### config.mk
export PLATFORM = sky130hd
export DESIGN_NAME = board_cell_writer
export DESIGN_NICKNAME = d
export VERILOG_FILES = /design/src/rtl/board_pkg.sv /design/src/rtl/board_line_check.sv /design/src/rtl/board_cell_writer.sv
export SDC_FILE = /design/constraint.sdc
export NUM_CORES = 1
export LEC_CHECK = 0
export ABC_AREA = 1
export CAP_MARGIN = 10
export CORE_MARGIN = 2
export CORE_UTILIZATION = 32
export CTS_CLUSTER_SIZE = 10
export DETAILED_ROUTE_END_ITERATION = 7
export GPL_TIMING_DRIVEN = 0
export HOLD_SLACK_MARGIN = 0.05
export SETUP_SLACK_MARGIN = 0.15
export SYNTH_ARGS = -nofsm -noshare
export SYNTH_HDL_FRONTEND = slang
export SYNTH_HIERARCHICAL = 1
export SYNTH_SLANG_ARGS = --single-unit
### constraint.sdc
create_clock -name clk -period 1.2 [get_ports clk]
set_input_delay 0.24 -clock clk [delete_from_list [all_inputs] [get_ports clk]]
set_output_delay 0.24 -clock clk [all_outputs]
set_load 0.03 [all_outputs]
### src/rtl/board_pkg.sv
// ---------------------------------------------------------------------------
// board_pkg
// Shared types and constants for the 3x3 game board.
//   cell_t          : one 2-bit cell code (EMPTY / P1 / P2, 2'b11 unused)
//   NUM_CELLS       : number of board cells (positions 0..8)
//   writer_state_t  : state encoding of board_cell_writer
//   other_mark()    : returns the opponent's mark
// ---------------------------------------------------------------------------
package board_pkg;

    localparam int unsigned CELL_W    = 2;
    localparam int unsigned NUM_CELLS = 9;

    typedef logic [CELL_W-1:0] cell_t;

    localparam cell_t CELL_EMPTY = 2'b00;
    localparam cell_t CELL_P1    = 2'b01;
    localparam cell_t CELL_P2    = 2'b10;

    typedef enum logic [1:0] {
        IDLE,
        CHECK,
        COMMIT,
        GAME_OVER
    } writer_state_t;

    function automatic cell_t other_mark(input cell_t m);
        return (m == CELL_P1) ? CELL_P2 : CELL_P1;
    endfunction

endpackage

### src/rtl/board_line_check.sv
// ---------------------------------------------------------------------------
// board_line_check
// Combinational detector: reports whether `mark` owns any complete line
// (3 rows, 3 columns, 2 diagonals) of the supplied board.
//   cells [9] : board cells, index 0 = a (top-left) .. 8 = i (bottom-right)
//   mark      : player code to test for
//   line      : 1 when at least one line is fully owned by `mark`
// ---------------------------------------------------------------------------
module board_line_check
    import board_pkg::*;
(
    input  cell_t cells [NUM_CELLS],
    input  cell_t mark,
    output logic  line
);

    function automatic logic owns3(input cell_t x, input cell_t y, input cell_t z,
                                   input cell_t m);
        return (x == m) && (y == m) && (z == m);
    endfunction

    always_comb begin
        line = 1'b0;
        // rows
        line = line | owns3(cells[0], cells[1], cells[2], mark);
        line = line | owns3(cells[3], cells[4], cells[5], mark);
        line = line | owns3(cells[6], cells[7], cells[8], mark);
        // columns
        line = line | owns3(cells[0], cells[3], cells[6], mark);
        line = line | owns3(cells[1], cells[4], cells[7], mark);
        line = line | owns3(cells[2], cells[5], cells[8], mark);
        // diagonals
        line = line | owns3(cells[0], cells[4], cells[8], mark);
        line = line | owns3(cells[2], cells[4], cells[6], mark);
    end

endmodule

### src/rtl/board_cell_writer.sv
// ---------------------------------------------------------------------------
// board_cell_writer
// Owns the 3x3 board register file and serialises move requests into it.
// A request is accepted in IDLE, checked in CHECK and written in COMMIT;
// ack or err appears two cycles after the accept edge.
//
// Ports:
//   clk, rst_n             : clock, asynchronous active-low reset
//   move_valid / move_pos  : move request and position (0=a .. 8=i)
//   move_ready             : request can be accepted this cycle
//   move_ack / move_err    : one-cycle result pulses
//   clear                  : synchronous new-game, priority over everything
//   a..i                   : registered cell contents
//   turn                   : mark written by the next accepted move
//   move_cnt               : accepted moves since clear (0..9)
//   game_over              : high while in GAME_OVER
//   winner                 : mover code of a completed line (only with macro)
//
// Optional feature macro: BOARD_WIN_DETECT_EN (line detection + winner port).
// ---------------------------------------------------------------------------
module board_cell_writer
    import board_pkg::*;
#(
    parameter int unsigned CELL_W    = 2,
    parameter int unsigned NUM_CELLS = 9
) (
    input  logic              clk,
    input  logic              rst_n,
    input  logic              move_valid,
    input  logic [3:0]        move_pos,
    output logic              move_ready,
    output logic              move_ack,
    output logic              move_err,
    input  logic              clear,
    output logic [CELL_W-1:0] a,
    output logic [CELL_W-1:0] b,
    output logic [CELL_W-1:0] c,
    output logic [CELL_W-1:0] d,
    output logic [CELL_W-1:0] e,
    output logic [CELL_W-1:0] f,
    output logic [CELL_W-1:0] g,
    output logic [CELL_W-1:0] h,
    output logic [CELL_W-1:0] i,
    output logic [CELL_W-1:0] turn,
    output logic [3:0]        move_cnt,
    output logic              game_over
`ifdef BOARD_WIN_DETECT_EN
    ,
    output logic [CELL_W-1:0] winner
`endif
);

    writer_state_t state_q, state_d;

    cell_t      cells_q [NUM_CELLS];
    cell_t      turn_q;
    logic [3:0] cnt_q;
    logic [3:0] pos_q;
    logic       err_pend_q;
    logic       bad_move;
    logic       win;
    logic       accept;

    // ---------------------------------------------------------------------
    // Move legality: out of range, or target cell already occupied.
    // Loop compare avoids indexing the array with an out-of-range pos_q.
    // ---------------------------------------------------------------------
    always_comb begin
        bad_move = (pos_q >= 4'(NUM_CELLS));
        for (int unsigned k = 0; k < NUM_CELLS; k++) begin
            if ((pos_q == 4'(k)) && (cells_q[k] != CELL_EMPTY)) begin
                bad_move = 1'b1;
            end
        end
    end

`ifdef BOARD_WIN_DETECT_EN
    cell_t board_upd [NUM_CELLS];

    // Board as it will look after the COMMIT write, so the mover's own
    // move counts toward the line it completes.
    always_comb begin
        for (int unsigned k = 0; k < NUM_CELLS; k++) begin
            board_upd[k] = (pos_q == 4'(k)) ? turn_q : cells_q[k];
        end
    end

    board_line_check u_line_check (
        .cells (board_upd),
        .mark  (turn_q),
        .line  (win)
    );
`else
    assign win = 1'b0;
`endif

    // ---------------------------------------------------------------------
    // FSM: state register
    // ---------------------------------------------------------------------
    always_ff @(posedge clk or negedge rst_n) begin
        if (!rst_n) begin
            state_q <= IDLE;
        end else begin
            state_q <= state_d;
        end
    end

    // ---------------------------------------------------------------------
    // FSM: next state
    // ---------------------------------------------------------------------
    always_comb begin
        state_d = state_q;
        if (clear) begin
            state_d = IDLE;
        end else begin
            unique case (state_q)
                IDLE:      if (accept) state_d = CHECK;
                CHECK:     state_d = bad_move ? IDLE : COMMIT;
                COMMIT:    state_d = ((cnt_q == 4'd8) || win) ? GAME_OVER : IDLE;
                GAME_OVER: state_d = GAME_OVER;
                default:   state_d = IDLE;
            endcase
        end
    end

    // ---------------------------------------------------------------------
    // FSM: outputs
    // Ready is held low in the IDLE cycle where a rejected move's err is
    // still pending, so err lands at the same latency as ack and the next
    // accept cannot happen before the result is reported.
    // ---------------------------------------------------------------------
    always_comb begin
        move_ready = (state_q == IDLE) && !err_pend_q;
        game_over  = (state_q == GAME_OVER);
        accept     = move_ready && move_valid;
    end

    // ---------------------------------------------------------------------
    // Datapath: board, turn, counter, request capture, result pulses
    // ---------------------------------------------------------------------
    always_ff @(posedge clk or negedge rst_n) begin
        if (!rst_n) begin
            for (int unsigned k = 0; k < NUM_CELLS; k++) cells_q[k] <= CELL_EMPTY;
            turn_q     <= CELL_P1;
            cnt_q      <= '0;
            pos_q      <= '0;
            err_pend_q <= 1'b0;
            move_ack   <= 1'b0;
            move_err   <= 1'b0;
`ifdef BOARD_WIN_DETECT_EN
            winner     <= CELL_EMPTY;
`endif
        end else begin
            move_ack <= 1'b0;
            move_err <= 1'b0;
            if (clear) begin
                for (int unsigned k = 0; k < NUM_CELLS; k++) cells_q[k] <= CELL_EMPTY;
                turn_q     <= CELL_P1;
                cnt_q      <= '0;
                err_pend_q <= 1'b0;
`ifdef BOARD_WIN_DETECT_EN
                winner     <= CELL_EMPTY;
`endif
            end else begin
                move_err   <= err_pend_q;
                err_pend_q <= 1'b0;
                unique case (state_q)
                    IDLE: begin
                        if (accept) pos_q <= move_pos;
                    end
                    CHECK: begin
                        if (bad_move) err_pend_q <= 1'b1;
                    end
                    COMMIT: begin
                        for (int unsigned k = 0; k < NUM_CELLS; k++) begin
                            if (pos_q == 4'(k)) cells_q[k] <= turn_q;
                        end
                        turn_q   <= other_mark(turn_q);
                        cnt_q    <= (cnt_q >= 4'd9) ? 4'd9 : cnt_q + 4'd1;
                        move_ack <= 1'b1;
`ifdef BOARD_WIN_DETECT_EN
                        if (win) winner <= turn_q;
`endif
                    end
                    default: ;
                endcase
            end
        end
    end

    assign a        = cells_q[0];
    assign b        = cells_q[1];
    assign c        = cells_q[2];
    assign d        = cells_q[3];
    assign e        = cells_q[4];
    assign f        = cells_q[5];
    assign g        = cells_q[6];
    assign h        = cells_q[7];
    assign i        = cells_q[8];
    assign turn     = turn_q;
    assign move_cnt = cnt_q;

endmodule

Yosys cells after proc, flatten, opt, wreduce, memory -nomap -nowiden. Index checks and enable logic that the tools add are counted.

Register bits after elaboration: 33. Output and inout port bits: 28.

Add/subtract/negate cells: 1. $lt $le $gt $ge: 2. Eq/ne operators: 14. Multiplexer cells: 37. Bitwise operators: 1. Reduce and logical (&&, ||, !) cells: 43.

Operators with widths (count): $reduce_bool 2->1 (19); $mux 18 (2); $mux 2 (16); $reduce_and 2->1 (9); $eq 4x3->1 const B (4); $mux 1 (15); $mux 4 (3); $logic_and 1x1->1 (11); $eq 4x2->1 const B (2); $eq 4x4->1 const B (2); $ge 4x4->1 const B (2); $pmux 2 s4 (1); $add 4x1->4 const B (1); $eq 2x1->1 const B (2); $eq 2x2->1 const B (2); $eq 4x1->1 const B (1); $logic_not 4->1 (1); $ne 3x3->1 const B (1); $reduce_and 3->1 (1); $logic_not 2->1 (1); $logic_not 1->1 (1); $not 1->1 (1).

Depth between registers and ports, before layout. Gate-level depths: netlist (run 1).

Depth after elaboration: 14. Gate-level depth with buffers: 9. Gate-level depth less buffers: 9.

Worst setup path after synthesis (run 1). No wires, ideal clock.

Path kind: register -> register. Start point: reg cnt_q[0] (netlist: move_cnt[0]). End point: reg state_q[0]. Setup time: 113 ps. Arrival: 1295 ps. Setup slack: -208 ps. Cell stages (with the launch flop): 7. Clock period less this slack: 1408 ps. Cells stage by stage: dfrtp_1 -> inv_1 -> ha_1 -> a41oi_1 -> nand2_1 -> nand2_1 -> inv_1.

Word-level cells in the longest chain between the ends: 4.

RTL lines: start, declared (line board_cell_writer.sv:57) `logic [3:0] cnt_q;`; start signal, assigned (line board_cell_writer.sv:179) `cnt_q <= (cnt_q >= 4'd9) ? 4'd9 : cnt_q + 4'd1;`; $eq 4x4->1 (line board_cell_writer.sv:119) `COMMIT: state_d = ((cnt_q == 4'd8) || win) ? GAME_OVER : IDLE;`; $mux 2 (line board_cell_writer.sv:119); $pmux 2 s4 (line board_cell_writer.sv:116) `unique case (state_q)`; $mux 2 (line board_cell_writer.sv:113) `if (clear) begin`; end signal, assigned (line board_cell_writer.sv:104) `state_q <= state_d;`; end, declared (line board_cell_writer.sv:53) `writer_state_t state_q, state_d;`.

Every way passes these cells. A chain may end at the register's enable or synchronous reset.

Worst setup path in the final report (run 1).
Start point: reg state_q[0]. End point: out move_ready.

Word-level cells in the longest chain between the ends: 2.

RTL lines: $logic_not 2->1 (line board_cell_writer.sv:133) `move_ready = (state_q == IDLE) && !err_pend_q;`; $logic_and 1x1->1 (line board_cell_writer.sv:133); end, declared (line board_cell_writer.sv:31) `output logic move_ready,`.

Every way passes these cells.

==> results of run 1 <==
## worst max-delay path by stage
stage	slack [ns]	to	from	cells after the start
3_5_place_dp	-0.59	g[1]	clear	4
3_3_place_gp	-0.91	move_cnt[1]	rst_n	1
4_1_cts	-0.19	move_ready	state_q[0]	4
2_1_floorplan	-0.03	pos_q[3]	state_q[1]	7
5_1_grt	-0.24	h[1]	state_q[1]	7
6_report	-0.17	move_ready	state_q[0]	4
## through the flow
step                setup WS (ns)  instances  hold slack, ns  TNS [ns]
floorplan                -0.02737        187        -0.05559   -0.1146
global placement          -0.9093        289          0.4968    -43.39
detailed placement        -0.5931        289          0.3402    -17.03
CTS                       -0.1888        313         0.03822    -1.424
global route              -0.2443        318         0.06386    -4.651
finish                    -0.1669        318        0.004175    -2.238
## metal layers
layer	global-route usage, %	vias up	wire, um
li1	-	743	-
met1	22.35	686	1998
met2	23.20	23	1838
met3	3.614	2	160
met4	5.357	0	27
met5	0	-	0
## layout by cell type (no fill, tap or decap), types with 8 or more instances in the layout
cell	Yosys	final
sky130_fd_sc_hd__buf_6	0	33
sky130_fd_sc_hd__nand2_1	35	27
sky130_fd_sc_hd__dfrtp_1	32	24
sky130_fd_sc_hd__o21ai_1	20	21
sky130_fd_sc_hd__inv_1	23	16
sky130_fd_sc_hd__buf_4	1	16
sky130_fd_sc_hd__nand3_1	20	14
sky130_fd_sc_hd__inv_2	8	12
sky130_fd_sc_hd__nor2_4	1	8
sky130_fd_sc_hd__dfrtp_2	0	8
## critical path: stages, from the launching register on
cell	delay [ns]
sky130_fd_sc_hd__dfrtp_1	0.41
sky130_fd_sc_hd__nor2_2	0.14
sky130_fd_sc_hd__inv_2	0.06
sky130_fd_sc_hd__nor2_4	0.09
sky130_fd_sc_hd__buf_6	0.14
## power by group through the flow
stage	logic (mW)	registers [mW]	clock network (mW)
after floorplan	0.936	1.79	0
after global placement	1.64	1.62	0
after detailed placement	1.65	1.62	0
after CTS	2.20	1.63	0.930
after global routing	2.58	1.65	0.996
final	2.38	1.63	0.921
## final cells by class
class                      instances  area, um^2  share of cell area, %
multi-input combinational        121       879.6                  33.81
sequential                        33       837.1                  32.18
timing repair buffer              56       559.3                  21.50
inverter                          31       123.9                  4.762
clock buffer                       7       96.34                  3.704
tap                               67       83.83                  3.223
buffer                             2       16.27                 0.6253
clock inverter                     1       5.005                 0.1924
## cell families (layout without fill, tap and decap cells)
kind of cell	after synthesis	after routing	share of synthesized area, %
xor gates and xnor gates	1	1	0.5415
and+or+nand+nor	78	78	23.28
AOI/OAI and AO/OA	39	39	14.77
adders and majority gates	3	3	2.320
buffers and inverters	33	97	7.966
DFF	33	33	51.12
## repair_timing
item                                   in CTS  in global routing
gates cloned                                1                  0
endpoints found under the hold margin      32                  0
resized for setup                         222                 15
pin swaps                                  10                  7
buffers inserted                           15                  5
setup endpoints to repair                  60                 60
==> impl_metrics.tcl, run 1 <==
set metrics [dict create \
    outcome "finished, violations left" \
    failing_checks "negative setup slack" \
    worst_reg2reg_startpoint "state_q[1]" \
    hold_wc_path_type "in -> async" \
    final_period_minus_worst_setup_slack_ns 1.367 \
    timing_hold_violations_final 0 \
    seq_power_share_pct 33.0 \
    number_of_nets_in_the_final_layout 261 \
    timing.final.ws_setup_ns -0.1669 \
    final_antenna_net_count 0 \
    tritoncts "built" \
    cap_violations 0 \
    antenna_cells 0 \
    netlist_top_cells_area "sky130_fd_sc_hd__dfrtp_1 49%, sky130_fd_sc_hd__nand2_1 8.1%, sky130_fd_sc_hd__nand3_1 6.2%, sky130_fd_sc_hd__o21ai_1 6.2%, sky130_fd_sc_hd__inv_1 5.3%" \
    p_leak_nw 1.196 \
    synth_edf_count 0 \
    tritoncts_num_sinks 33 \
    crit_arrival_ns 1.13 \
    detail_route.wl_per_cell_um 12.66 \
    filler_cells_inserted 436 \
    synthArstFlopShare_pct 100.0 \
    clk_latency_ns 0.28 \
    synth.yosys.warnings 6 \
    floorplan.die_area_mm2 0.005640 \
    layout.cell_area.non_filler_mm2 0.002601 \
    via_count 1454 \
    numPortBuffers 35 \
    fin_crit_sh_pct 113.9 \
    rsz_0062_raised_after_global_routing "yes" \
    cellInternalPower_mw 2.901 \
    r2r.worst_path.cells 7 \
    ys_types 30 \
    total_power_consumption_mw 4.924 \
    worst_setup_path_start_kind "flop" \
    netlist_instances 187 \
    p_sw_mw 2.022 \
    post-synth-top-area-fraction_pct 49.50 \
    power.density_cell_area_mw_per_mm2 1893 \
    power.share.switching_pct 41.07 \
    firstDrtPassIters 4 \
    rrSetupSlack_ns -0.15 \
    synth_area_leader_cell "sky130_fd_sc_hd__dfrtp_1" \
    irDropWorstVdd_v 0.0009304 \
    timing.rr.end "h[1]" \
    h_tree_depth 2 \
    replace_congestion 0.8067 \
    mappedNetlistArea_mm2 0.001618 \
    crit_fanout 3 \
    detailedPlacementHpwl_um 2741 \
    postSynthNetCount 198 \
    worst_ep_required_time_ns 0.96 \
    cts_made_buffers 5 \
    ys_top_cells_by_count "35 x sky130_fd_sc_hd__nand2_1, 32 x sky130_fd_sc_hd__dfrtp_1, 23 x sky130_fd_sc_hd__inv_1" \
    power.clock.fraction_pct 18.7 \
    avgViaCountPerCell 4.572 \
    synth_seq_area_share_pct 51.12 \
    first_global_vias 1375 \
    yosys_register_bits 33 \
    share_of_layout_cells_above_drive_strength_1_pct 50.20 \
    initial_antenna_violation_count 0 \
    first_iter_violations 73 \
    cp-end-kind "primary output" \
    finalSetupViolations 28 \
    clock_pin_transition_on_the_worst_setup_and_hold_timing_paths_ns 0.07 \
    timing_worst_slew_pin_value_ns 0.7184 \
    die_width_um 75.10 \
    fp.coreArea_mm2 0.004786 \
    drv_slew 0 \
    synth_flop_type "sky130_fd_sc_hd__dfrtp_1" \
    placementRows 25 \
    worst_clock_skew_ns 0.009362 \
    cts_root_buf "sky130_fd_sc_hd__clkbuf_8" \
    pwr-share-comb_pct 48.3 \
    first_pass_grt_wire_length_um 6568 \
    clock.fmax_mhz 731.6 \
    maxSlewHeadroom_pct 52.10 \
    place_area_mm2 0.002160 \
    synth_most_common_cell "sky130_fd_sc_hd__nand2_1" \
    die_y_um 75.10 \
    post-route-drc-count 0 \
    postSynthAreaPerCell_um2 8.651 \
    grt.total_usage_pct 15.63 \
    grt.overflow.total 0 \
    ios 36 \
    timing.setup.critical_path_class "reg -> out" \
    ctsLongestPathBuffers 2 \
    grt_max_degree 34 \
    synthToLayoutAreaGrowth_pct 60.79 \
    routed_wirelength_um 4026 \
    final_core_util_pct 54.35 \
    start_util_pct 33.80 \
]
Note: power is estimated with default switching activity, not from simulation.
==> run 2: changes to the inputs <==
--- a/config.mk
+++ b/config.mk
@@ -11,7 +11,6 @@
 export CORE_UTILIZATION = 32
 export CTS_CLUSTER_SIZE = 10
 export DETAILED_ROUTE_END_ITERATION = 7
-export GPL_TIMING_DRIVEN = 0
 export HOLD_SLACK_MARGIN = 0.05
 export SETUP_SLACK_MARGIN = 0.15
 export SYNTH_ARGS = -nofsm -noshare
==> run 2 against run 1 <==
The run still ends with negative setup slack left. Combinational power grew 47%. Final cell count grew 11%. Sequential power is essentially flat. Die area is the same. First-iteration DRC count grew 15%. Clock skew shrank 0.0011 ns. Global-route usage grew 2.6 points. Power grew 27%. Count of clock-buffer cells in the layout shrank 1. Via count grew 14%. Register-to-register slack gained 0.02 ns. Critical path type unchanged. Critical endpoint unchanged. Largest cell class is now non-clock buffers.
==> impl_metrics.tcl, run 2 (synthesis results as in run 1) <==
set metrics [dict create \
    outcome "finished, violations left" \
    failing_checks "negative setup slack" \
    final_core_util_pct 64.47 \
    first_global_vias 1595 \
    ios 36 \
    firstDrtPassIters 4 \
    tritoncts "built" \
    synthToLayoutAreaGrowth_pct 90.72 \
    worst_ep_required_time_ns 0.96 \
    clock.fmax_mhz 714.5 \
    die_y_um 75.10 \
    floorplan.die_area_mm2 0.005640 \
    layout.cells.most_common_list "49 x sky130_fd_sc_hd__buf_6, 32 x sky130_fd_sc_hd__buf_4, 30 x sky130_fd_sc_hd__nand2_1" \
    worst_setup_path_start_kind "flop" \
    power.density_cell_area_mw_per_mm2 2019 \
    post-route-drc-count 0 \
    detailedPlacementHpwl_um 2892 \
    cts_root_buf "sky130_fd_sc_hd__clkbuf_8" \
    final_period_minus_worst_setup_slack_ns 1.400 \
    numPortBuffers 35 \
    crit_fanout 3 \
    fin_crit_sh_pct 116.6 \
    share_of_layout_cells_above_drive_strength_1_pct 57.84 \
    final.setup.tns_ns -2.472 \
    multiInputGateArea_um2 953.4 \
    layout.cells.most_common "sky130_fd_sc_hd__buf_6" \
    drv_slew 0 \
    register_area_um2 837.1 \
    first_iter_violations 84 \
    hold_wc_path_type "in -> async" \
    timing.hold.ws_ns 0.3136 \
    timing.final.ws_setup_ns -0.1996 \
    layout.cell_area.non_filler_mm2 0.003085 \
    cap_violations 0 \
    grt.overflow.total 0 \
    dp_slack_ns -0.2675 \
    die_width_um 75.10 \
    final_antenna_net_count 0 \
    layout_cells_excl_fill 354 \
    rsz_0062_raised_after_global_routing "yes" \
    clock_pin_transition_on_the_worst_setup_and_hold_timing_paths_ns 0.07 \
    place_area_mm2 0.002308 \
    timing_worst_slew_pin_value_ns 0.2925 \
    worst_reg2reg_startpoint "state_q[0]" \
    crit_start "state_q[0]" \
    placementRows 25 \
    grt.total_usage_pct 18.20 \
    timing.setup.critical_path_class "reg -> out" \
    via_count 1657 \
    irDropWorstVdd_v 0.001095 \
    ctsLongestPathBuffers 2 \
    replace_congestion 0.8349 \
    worst_clock_skew_ns 0.008254 \
    avgViaCountPerCell 4.681 \
    clk_latency_ns 0.29 \
    p_leak_nw 1.408 \
    start_util_pct 33.80 \
    first_pass_grt_wire_length_um 7596 \
    finalSetupViolations 33 \
    h_tree_depth 2 \
    detail_route.wl_per_cell_um 13.86 \
    number_of_nets_in_the_final_layout 297 \
    filler_cells_inserted 372 \
    tritoncts_num_sinks 33 \
    total_power_consumption_mw 6.231 \
    routed_wirelength_um 4906 \
    crit_arrival_ns 1.16 \
    fp.coreArea_mm2 0.004786 \
    cts_made_buffers 5 \
    maxSlewHeadroom_pct 80.36 \
    grt_max_degree 34 \
    initial_antenna_violation_count 0 \
    timing_hold_violations_final 0 \
    antenna_cells 0 \
    placed_cells_incl_taps 316 \
    cp-end-kind "primary output" \
]
-- run 2: changes by cell type in the layout (fill, tap and decap cells not counted), sizes merged --
cell | before | now
clkdlybuf4s50 | 5 | 7
dlygate4sd2 | 1 | 0
clkinvlp | 0 | 1
clkbuf | 7 | 6
clkinv | 1 | 0
nand2 | 36 | 37
bufinv | 0 | 1
buf | 52 | 86
-- run 2: layer usage --
| metal | share of wire (%) | GRT usage [%] | vias up |
|---|---|---|---|
| li1 | - | - | 816 |
| met1 | 45 | 25.27 | 796 |
| met2 | 49 | 28.07 | 36 |
| met3 | 4.0 | 3.882 | 9 |
| met4 | 2.0 | 6.548 | 0 |
| met5 | 0 | 0 | - |
-- run 2: critical path, stage by stage, from the launching register on --
cell	delay (ns)
sky130_fd_sc_hd__dfrtp_1	0.41
sky130_fd_sc_hd__nor2_2	0.16
sky130_fd_sc_hd__inv_2	0.07
sky130_fd_sc_hd__nor2_4	0.09
sky130_fd_sc_hd__buf_6	0.14
-- run 2: worst paths after layout --
| check | to | slack [ns] | depth (start not counted) |
|---|---|---|---|
| max | move_ready | -0.20 | 4 |
| min | g[0] | 0.31 | 2 |
| max reg2reg | f[1] | -0.13 | 8 |
| min reg2reg | f[1] | 0.53 | 2 |
| max in group asynchronous | turn[0] | 0.64 | 2 |
| min in group clk | pos_q[3] | 0.50 | 3 |
-- run 2: final cells by class --
type | count | area share, %
timing repair buffer | 93 | 31.02
multi-input combinational | 122 | 30.90
sequential | 33 | 27.13
inverter | 31 | 4.339
tap | 67 | 2.717
clock buffer | 6 | 2.676
clock inverter | 2 | 1.217
-- run 2: repair_timing --
item	in CTS	in global routing
gates cloned	1	0
hold buffers	0	0
endpoints found under the setup margin	60	60
buffers inserted	17	12
pin swaps	20	19
resized for setup	64	39
-- run 2: power breakdown --
group / switching, mW / total (mW) / internal, mW
clock: 0.428 / 1.10 / 0.675
combinational: 1.71 / 3.51 / 1.80
sequential: 0.276 / 1.62 / 1.34
==> run 3: changes to the inputs <==
--- a/config.mk
+++ b/config.mk
@@ -13,6 +13,7 @@
 export DETAILED_ROUTE_END_ITERATION = 7
 export HOLD_SLACK_MARGIN = 0.05
 export SETUP_SLACK_MARGIN = 0.15
+export SKIP_CTS_REPAIR_TIMING = 1
 export SYNTH_ARGS = -nofsm -noshare
 export SYNTH_HDL_FRONTEND = slang
 export SYNTH_HIERARCHICAL = 1
==> run 3 against run 2 <==
The flow still finishes with violations (negative setup slack). Combinational power is 22% lower. Power is 13% lower. Hold slack better by 0.0030 ns. Worst setup slack better by 0.028 ns. Sequential power hardly changed. Final cell count is 4.5% lower. Sequential share of layout area is 2.1 points higher. Die area stayed put. Clock skew is 0.0021 ns lower. Utilization is 4.6 points lower. Highest routed layer unchanged.
==> impl_metrics.tcl, run 3 (synthesis results as in run 1) <==
set metrics [dict create \
    share_of_layout_cells_above_drive_strength_1_pct 55.35 \
    power.density_cell_area_mw_per_mm2 1898 \
    antenna_cells 0 \
    die_y_um 75.10 \
    die_width_um 75.10 \
    initial_antenna_violation_count 0 \
    tritoncts "built" \
    timing_worst_slew_pin_value_ns 0.2873 \
    register_area_um2 837.1 \
    post-route-drc-count 0 \
    placementRows 25 \
    first_pass_grt_wire_length_um 6541 \
    timing.final.ws_setup_ns -0.1718 \
    cts_root_buf "sky130_fd_sc_hd__clkbuf_8" \
    final_core_util_pct 59.84 \
    irDropWorstVdd_v 0.001055 \
    layout_cells_excl_fill 338 \
    grt_max_degree 34 \
    drv_slew 0 \
    clock.fmax_mhz 729.0 \
    floorplan.die_area_mm2 0.005640 \
    routed_wirelength_um 4340 \
    cap_violations 0 \
    placed_cells_incl_taps 316 \
    via_count 1531 \
    fin_crit_sh_pct 114.3 \
    cts_made_buffers 5 \
    maxSlewHeadroom_pct 80.71 \
    first_iter_violations 68 \
    replace_congestion 0.8349 \
    crit_arrival_ns 1.13 \
    clk_latency_ns 0.28 \
    hold_wc_path_type "in -> async" \
    synthToLayoutAreaGrowth_pct 77.03 \
    timing.setup.critical_path_class "reg -> out" \
    numPortBuffers 35 \
    place_area_mm2 0.002308 \
    finalSetupViolations 29 \
    number_of_nets_in_the_final_layout 281 \
    outcome "finished, violations left" \
    start_util_pct 33.80 \
    worst_reg2reg_startpoint "state_q[0]" \
    worst_setup_path_start_kind "flop" \
    failing_checks "negative setup slack" \
    detailedPlacementHpwl_um 2892 \
    ctsLongestPathBuffers 2 \
    multiInputGateArea_um2 928.4 \
    crit_fanout 3 \
    crit_start "state_q[1]" \
    h_tree_depth 2 \
    cp-end-kind "primary output" \
    clock_pin_transition_on_the_worst_setup_and_hold_timing_paths_ns 0.07 \
    avgViaCountPerCell 4.530 \
    detail_route.wl_per_cell_um 12.84 \
    worst_ep_required_time_ns 0.96 \
    ios 36 \
    filler_cells_inserted 409 \
    firstDrtPassIters 4 \
    p_leak_nw 1.285 \
    worst_clock_skew_ns 0.006135 \
    rsz_0062_raised_after_global_routing "yes" \
    final_antenna_net_count 0 \
    grt.total_usage_pct 15.70 \
    layout.cells.most_common_list "36 x sky130_fd_sc_hd__buf_6, 33 x sky130_fd_sc_hd__buf_4, 29 x sky130_fd_sc_hd__nand2_1" \
    tritoncts_num_sinks 33 \
    layout.cells.most_common "sky130_fd_sc_hd__buf_6" \
    final_period_minus_worst_setup_slack_ns 1.372 \
    timing_hold_violations_final 0 \
    first_global_vias 1385 \
    fp.coreArea_mm2 0.004786 \
    grt.overflow.total 0 \
    layout.cell_area.non_filler_mm2 0.002864 \
]
## run 3: cell types whose count changed in the layout (fill, tap and decap cells not counted), sizes merged
cell	change
buf	-15
nand2	-1
## run 3: power breakdown
part	internal (mW)	switching [mW]	leakage, nW	total (mW)
combinational	1.29	1.46	0.801	2.74
sequential	1.34	0.263	0.426	1.60
clock	0.675	0.420	0.0574	1.10
total	3.30	2.14	1.29	5.44
## run 3: cell type report
| type | count | share of cell area, % |
|---|---|---|
| Tap cell | 67 | 2.927 |
| Sequential cell | 33 | 29.23 |
| Clock buffer | 6 | 2.883 |
| Multi-Input combinational cell | 121 | 32.42 |
| Clock inverter | 2 | 1.311 |
| Timing Repair Buffer | 78 | 26.65 |
| Inverter | 31 | 4.587 |
## run 3: final timing paths
path	to	slack (ns)	depth (start not counted)
worst min-delay path	g[0]	0.32	2
worst min register to register	move_err	0.53	2
max in group asynchronous	turn[0]	0.63	2
min in group clk	pos_q[1]	0.51	3
worst max register to register	h[0]	-0.12	6
worst max-delay path	move_ready	-0.17	4
## run 3: stage by stage
| stage | hold WS (ns) | setup WS (ns) | TNS [ns] | power, mW |
|---|---|---|---|---|
| after floorplan | -0.05559 | -0.02737 | -0.1146 | 2.722 |
| after global placement | 0.4990 | -0.2565 | -5.204 | 3.593 |
| after detailed placement | 0.5105 | -0.2675 | -5.232 | 3.592 |
| after CTS | 0.3193 | -0.2693 | -0.8647 | 4.705 |
| after global routing | 0.3345 | -0.2269 | -4.171 | 5.767 |
| final | 0.3166 | -0.1718 | -1.518 | 5.437 |
## run 3: critical path, stage by stage, from the launching register on
cell and delay (ns):
sky130_fd_sc_hd__dfrtp_1 0.41, sky130_fd_sc_hd__nor2_2 0.15, sky130_fd_sc_hd__inv_2 0.06, sky130_fd_sc_hd__nor2_4 0.09, sky130_fd_sc_hd__buf_6 0.14
## run 3: per-layer routing
metal	global-route usage [%]	up-vias	routed length (um)
li1	-	786	-
met1	22.47	717	2078
met2	22.22	24	2049
met3	4.016	4	159
met4	7.143	0	53
met5	0	-	0
